File: src/rtl/ps2_key_decoder.sv
// ps2_key_decoder: receives PS/2 keyboard frames (scan code set 2), decodes
// make/break/extended sequences and drives a held 8-bit key code plus a
// one-cycle strobe on each new key.
// Optional build macro: PS2_PARITY_CHECK_EN -- when defined, frames with bad
// odd parity are dropped and flagged on frame_err; otherwise parity is ignored.
module ps2_key_decoder #(
  parameter int FILTER_LEN = 8,
  parameter int TIMEOUT    = 130000
) (
  input  logic       clk,
  input  logic       rst,
  input  logic       ps2_clk,
  input  logic       ps2_data,
  output logic [7:0] key,
  output logic       key_strobe,
  output logic       frame_err
);
  localparam int FW = $clog2(FILTER_LEN + 1);
  localparam int TW = $clog2(TIMEOUT + 1);
  localparam logic [FW-1:0] FILT_LAST = FW'(FILTER_LEN - 1);
  localparam logic [TW-1:0] TO_LAST   = TW'(TIMEOUT - 1);

  typedef enum logic [1:0] {RX_IDLE, RX_DATA, RX_PARITY, RX_STOP} rx_state_t;
  typedef enum logic [1:0] {DEC_MAKE, DEC_BREAK, DEC_EXT, DEC_EXT_BREAK} dec_state_t;

  logic            r_clk_s1, r_clk_s2, r_dat_s1, r_dat_s2;
  logic            r_fclk;
  logic [FW-1:0]   r_fcnt;
  logic            w_sample;
  rx_state_t       r_rx_state, w_rx_next;
  logic [2:0]      r_bitcnt;
  logic [7:0]      r_shift;
  logic [7:0]      r_byte;
  logic [TW-1:0]   r_tcnt;
  logic            w_timeout;
  logic            w_frame_ok;
  logic            r_stop_good, r_byte_valid;
  dec_state_t      r_dec_state, w_dec_next;
  logic            w_is_make, w_is_break, w_ext;
  logic [7:0]      w_code;
  logic [7:0]      r_key;
  logic            r_key_strobe, r_frame_err;
`ifdef PS2_PARITY_CHECK_EN
  logic            r_parity;
`endif

  // Scan code set 2 to key code; 8'h00 means unmapped.
  function automatic logic [7:0] f_translate(input logic ext, input logic [7:0] code);
    logic [7:0] res;
    res = 8'h00;
    if (ext) begin
      case (code)
        8'h75: res = 8'h80;
        8'h72: res = 8'h81;
        8'h6B: res = 8'h82;
        8'h74: res = 8'h83;
        default: res = 8'h00;
      endcase
    end else begin
      case (code)
        8'h16: res = 8'h31;
        8'h1E: res = 8'h32;
        8'h26: res = 8'h33;
        8'h25: res = 8'h34;
        8'h2E: res = 8'h35;
        8'h36: res = 8'h36;
        8'h3D: res = 8'h37;
        8'h3E: res = 8'h38;
        8'h46: res = 8'h39;
        8'h45: res = 8'h30;
        8'h76: res = 8'h1B;
        8'h5A: res = 8'h0D;
        8'h29: res = 8'h20;
        8'h1D: res = 8'h77;
        8'h1C: res = 8'h61;
        8'h1B: res = 8'h73;
        8'h23: res = 8'h64;
        default: res = 8'h00;
      endcase
    end
    return res;
  endfunction

  // Two-flop synchronizers; both lines idle high.
  always_ff @(posedge clk) begin
    if (rst) begin
      r_clk_s1 <= 1'b1;
      r_clk_s2 <= 1'b1;
      r_dat_s1 <= 1'b1;
      r_dat_s2 <= 1'b1;
    end else begin
      r_clk_s1 <= ps2_clk;
      r_clk_s2 <= r_clk_s1;
      r_dat_s1 <= ps2_data;
      r_dat_s2 <= r_dat_s1;
    end
  end

  // Glitch filter: filtered clock follows only after FILTER_LEN equal samples.
  always_ff @(posedge clk) begin
    if (rst) begin
      r_fclk <= 1'b1;
      r_fcnt <= '0;
    end else if (r_clk_s2 != r_fclk) begin
      if (r_fcnt == FILT_LAST) begin
        r_fclk <= r_clk_s2;
        r_fcnt <= '0;
      end else begin
        r_fcnt <= r_fcnt + FW'(1);
      end
    end else begin
      r_fcnt <= '0;
    end
  end

  // Sample point: the cycle in which the filtered clock falls.
  assign w_sample  = r_fclk & ~r_clk_s2 & (r_fcnt == FILT_LAST);
  assign w_timeout = (r_rx_state != RX_IDLE) && (r_tcnt == TO_LAST);

`ifdef PS2_PARITY_CHECK_EN
  assign w_frame_ok = r_dat_s2 & (^{r_shift, r_parity});
`else
  assign w_frame_ok = r_dat_s2;
`endif

  // Receiver state register.
  always_ff @(posedge clk) begin
    if (rst) r_rx_state <= RX_IDLE;
    else     r_rx_state <= w_rx_next;
  end

  // Receiver next state: one step per sample point; a sample beats a timeout.
  always_comb begin
    w_rx_next = r_rx_state;
    if (w_sample) begin
      case (r_rx_state)
        RX_IDLE:   if (!r_dat_s2) w_rx_next = RX_DATA;
        RX_DATA:   if (r_bitcnt == 3'd7) w_rx_next = RX_PARITY;
        RX_PARITY: w_rx_next = RX_STOP;
        RX_STOP:   w_rx_next = RX_IDLE;
        default:   w_rx_next = RX_IDLE;
      endcase
    end else if (w_timeout) begin
      w_rx_next = RX_IDLE;
    end
  end

  // Receiver datapath: shift register, timeout counter, byte/error pulses.
  always_ff @(posedge clk) begin
    if (rst) begin
      r_bitcnt     <= '0;
      r_shift      <= '0;
      r_byte       <= '0;
      r_tcnt       <= '0;
      r_stop_good  <= 1'b0;
      r_byte_valid <= 1'b0;
      r_frame_err  <= 1'b0;
`ifdef PS2_PARITY_CHECK_EN
      r_parity     <= 1'b0;
`endif
    end else begin
      r_stop_good  <= 1'b0;
      r_frame_err  <= 1'b0;
      r_byte_valid <= r_stop_good;
      if (r_rx_state == RX_IDLE || w_sample) r_tcnt <= '0;
      else                                   r_tcnt <= r_tcnt + TW'(1);
      if (w_sample) begin
        case (r_rx_state)
          RX_IDLE: r_bitcnt <= '0;
          RX_DATA: begin
            r_shift  <= {r_dat_s2, r_shift[7:1]};
            r_bitcnt <= r_bitcnt + 3'd1;
          end
          RX_PARITY: begin
`ifdef PS2_PARITY_CHECK_EN
            r_parity <= r_dat_s2;
`endif
          end
          RX_STOP: begin
            if (w_frame_ok) begin
              r_stop_good <= 1'b1;
              r_byte      <= r_shift;
            end else begin
              r_frame_err <= 1'b1;
            end
          end
          default: r_bitcnt <= '0;
        endcase
      end else if (w_timeout) begin
        r_frame_err <= 1'b1;
      end
    end
  end

  // Decoder state register.
  always_ff @(posedge clk) begin
    if (rst) r_dec_state <= DEC_MAKE;
    else     r_dec_state <= w_dec_next;
  end

  // Decoder next state: classifies each valid byte as prefix, make or break.
  always_comb begin
    w_dec_next = r_dec_state;
    w_is_make  = 1'b0;
    w_is_break = 1'b0;
    w_ext      = 1'b0;
    if (r_byte_valid) begin
      case (r_dec_state)
        DEC_MAKE: begin
          if (r_byte == 8'hF0)      w_dec_next = DEC_BREAK;
          else if (r_byte == 8'hE0) w_dec_next = DEC_EXT;
          else                      w_is_make  = 1'b1;
        end
        DEC_BREAK: begin
          w_is_break = 1'b1;
          w_dec_next = DEC_MAKE;
        end
        DEC_EXT: begin
          if (r_byte == 8'hF0) begin
            w_dec_next = DEC_EXT_BREAK;
          end else begin
            w_is_make  = 1'b1;
            w_ext      = 1'b1;
            w_dec_next = DEC_MAKE;
          end
        end
        default: begin
          w_is_break = 1'b1;
          w_ext      = 1'b1;
          w_dec_next = DEC_MAKE;
        end
      endcase
    end
  end

  assign w_code = f_translate(w_ext, r_byte);

  // Key register: new mapped make latches and strobes; matching break clears.
  always_ff @(posedge clk) begin
    if (rst) begin
      r_key        <= 8'h00;
      r_key_strobe <= 1'b0;
    end else begin
      r_key_strobe <= 1'b0;
      if (w_is_make && (w_code != 8'h00) && (w_code != r_key)) begin
        r_key        <= w_code;
        r_key_strobe <= 1'b1;
      end else if (w_is_break && (w_code != 8'h00) && (w_code == r_key)) begin
        r_key <= 8'h00;
      end
    end
  end

  assign key        = r_key;
  assign key_strobe = r_key_strobe;
  assign frame_err  = r_frame_err;
endmodule

File: config.mk
export PLATFORM = sky130hd
export DESIGN_NAME = ps2_key_decoder
export DESIGN_NICKNAME = d
export VERILOG_FILES = /design/src/rtl/ps2_key_decoder.sv
export SDC_FILE = /design/constraint.sdc
export NUM_CORES = 1
export LEC_CHECK = 0
export ABC_CLOCK_PERIOD_IN_PS = 3500
export BUFFER_PORTS_ARGS = -buffer_cell sky130_fd_sc_hd__buf_4
export CORE_MARGIN = 2
export CORE_UTILIZATION = 28
export DETAILED_ROUTE_END_ITERATION = 7
export PLACE_DENSITY_LB_ADDON = 0.3
export SYNTH_ARGS = -nofsm -noshare
export SYNTH_HDL_FRONTEND = slang
export SYNTH_SLANG_ARGS = --single-unit
File: constraint.sdc
create_clock -name clk -period 3.5 [get_ports clk]
set_input_delay 0.35 -clock clk [delete_from_list [all_inputs] [get_ports clk]]
set_output_delay 0.35 -clock clk [all_outputs]
set_load 0.01 [all_outputs]
==> impl_metrics.tcl <==
set metrics [dict create \
    crit_required_ps 3690 \
    fin_crit_ps 3300 \
    critical_path_peak_fanout 20 \
    grt_max_degree 44 \
    area_delta_synth_final_pct 15.4 \
    final_area_sq_um 3810 \
    fmax_mhz 303 \
    synthCells 389 \
    yosys_warnings 0 \
    grt_overflow 0 \
    slew_violations 0 \
    path_delay_family "simple AND/OR/NAND/NOR gates" \
    insertion_delay_ps 330 \
    ir_drop_v 0.000205 \
    grt_setup_unrepaired "false" \
    crit_chain "nand2_1, or4_1, xnor2_1, nor3_1, o21bai_1, o221ai_2, o31ai_1, nand2b_1, o32ai_1" \
    via_count 2727 \
    drt_iter0_markers 139 \
    critPathMaxStageDelay_ps 730 \
    vias_per_cell 5.01 \
    synth_nets 402 \
    rows 39 \
    finalSetupViolations 0 \
    cp_data_arrival_time_ps 3480 \
    power.static_leakage_nw 1.33 \
    n_fill_cell 1200 \
    slowest_stage "dfxtp_1" \
    io_pins 14 \
    first_global_vias 2632 \
    dr.pass1.iters 4 \
    dieArea_sq_um 12700 \
    synth_edf_count 0 \
    layout_commonest_cell "dfxtp_1" \
    synth_area_sq_um 3300 \
    portBuffers 13 \
    finalSetupTns_ps 0 \
    drive_gt1_share_pct 12.2 \
    wirelength_um 7080 \
    dp_hpwl_um 4980 \
    clockRootBuffer "clkbuf_16" \
    synth_top_area_share_pct 37.0 \
    maxSlewHeadroom_pct 56.6 \
    async_flop_share_pct 0 \
    yosys-top-cells-area "dfxtp_1, nor2_1, nand2_1" \
    place_area_sq_um 3500 \
    yosysUniqueCellTypes 65 \
    cts_tree "yes" \
    die_h_um 113 \
    wl_per_cell_um 13.0 \
    gp_congestion 0.878 \
    antenna_found_initial 0 \
    ys.flop_type "dfxtp_1" \
    insertedDiodeCount 0 \
    hold_ws_ps 202 \
    track_usage_pct 11.6 \
    worst_pin_slew_ps 650 \
    synth_largest_area_cell "dfxtp_1" \
    detail-route-antenna-nets 0 \
    cts_made_buffers 9 \
    clkSinkCount 61 \
    clk_pin_slew_ps 50 \
    period_share_pct 94.2 \
    hold_violations 0 \
    start_kind "flip-flop" \
    final_cell_mix "dfxtp_1, nor2_1, nand2_1" \
    multi_input_area_sq_um 1860 \
    die_w_um 113 \
    cts.htree.levels 3 \
    route.detailed.drc 0 \
    worstSetupPathType "flip-flop to flip-flop" \
    core_sq_um 11500 \
    maxCapViolCount 0 \
    ys_ff_latch 61 \
    hold_class "primary input to flip-flop" \
    ff_latch_area_sq_um 1220 \
    clk_path_buf_depth 2 \
    status "finished clean" \
    grt_pass1_wl_um 12000 \
    start_util_pct 28.8 \
    critPathBufInv 0 \
    synth.yosys.seq_area_share_pct 37.0 \
    fin_nets 409 \
    syn_avg_cell_area_sq_um 8.49 \
    clock_skew_ps 6.65 \
    power_density_nw_per_um2 420 \
    worstSetupEndpointType "flip-flop" \
]
flip-flops by register name, summed over array words and instances (netlist names), 2 cells and up:
signal / flops
r_byte: 8
r_shift: 8
r_fcnt: 4
r_tcnt: 17
r_bitcnt: 3
key: 8
r_dec_state: 2
r_rx_state: 2
power by group:
part           leakage [nW]  internal (mW)  switching, mW
clock network         0.150          0.589          0.297
registers             0.493          0.698        0.00112
logic                 0.688        0.00470        0.00922
worst paths after layout:
check        startpoint  slack (ps)  depth (start not counted)  endpoint
max           r_byte[5]         200                          9    key[2]
min reg2reg    r_dat_s1         410                          1  r_dat_s2
max reg2reg   r_byte[5]         200                          9    key[2]
min            ps2_data         200                          2  r_dat_s1
cells by family (layout without fill, tap and decap cells):
group                      Yosys count  in the layout  synth area share, %
muxes                               13             13                 3.98
AOI/OAI and AO/OA                   73             73                 16.1
DFF                                 61             61                 37.0
buffers and inverters               50             62                 6.71
adders and majority gates            9              9                 3.41
xor gates and xnor gates            24             24                 6.37
and+or+nand+nor                    159            159                 26.5
final cells by class:
cell class | count | area share (%)
clock buffer | 13 | 6.84
clock inverter | 3 | 1.15
inverter | 27 | 2.66
multi-input combinational | 278 | 48.8
sequential | 61 | 32.1
tap | 143 | 4.70
timing repair buffer | 19 | 3.75
repair_timing:
action / in CTS / in global routing
buffers inserted: 0 / 0
endpoints found under the setup margin: 0 / 8
hold buffers: 0 / 0
resized for setup: 0 / 1
cells in the mapped netlist (9+ instances only):
master	number
o21ai_0	9
ha_1	9
nand2_1	38
dfxtp_1	61
o32ai_1	9
xnor2_1	14
nand3_1	9
xor2_1	10
a21oi_1	19
nor2_1	43
mux2i_1	12
clkbuf_1	10
inv_1	26
per-layer routing:
metal / up-vias / global-route usage, % / wire length (um)
li1: 1394 / - / -
met1: 1271 / 14.5 / 3350
met2: 48 / 18.6 / 3350
met3: 14 / 2.48 / 202
met4: 0 / 6.50 / 184
met5: - / 0 / 0
stage by stage:
stage / std cells / total power [mW] / worst slack [ps] / util (%)
5_1_grt: 544 / 1.66 / 40.4 / 33.2
3_3_place_gp: 528 / 0.727 / 328 / 30.5
3_5_place_dp: 528 / 0.728 / 187 / 30.5
4_1_cts: 544 / 1.63 / 176 / 33.2
6_report: 544 / 1.60 / 204 / 33.2
2_1_floorplan: 389 / 0.723 / 667 / -
No activity file was read; power rests on OpenSTA's default activity.
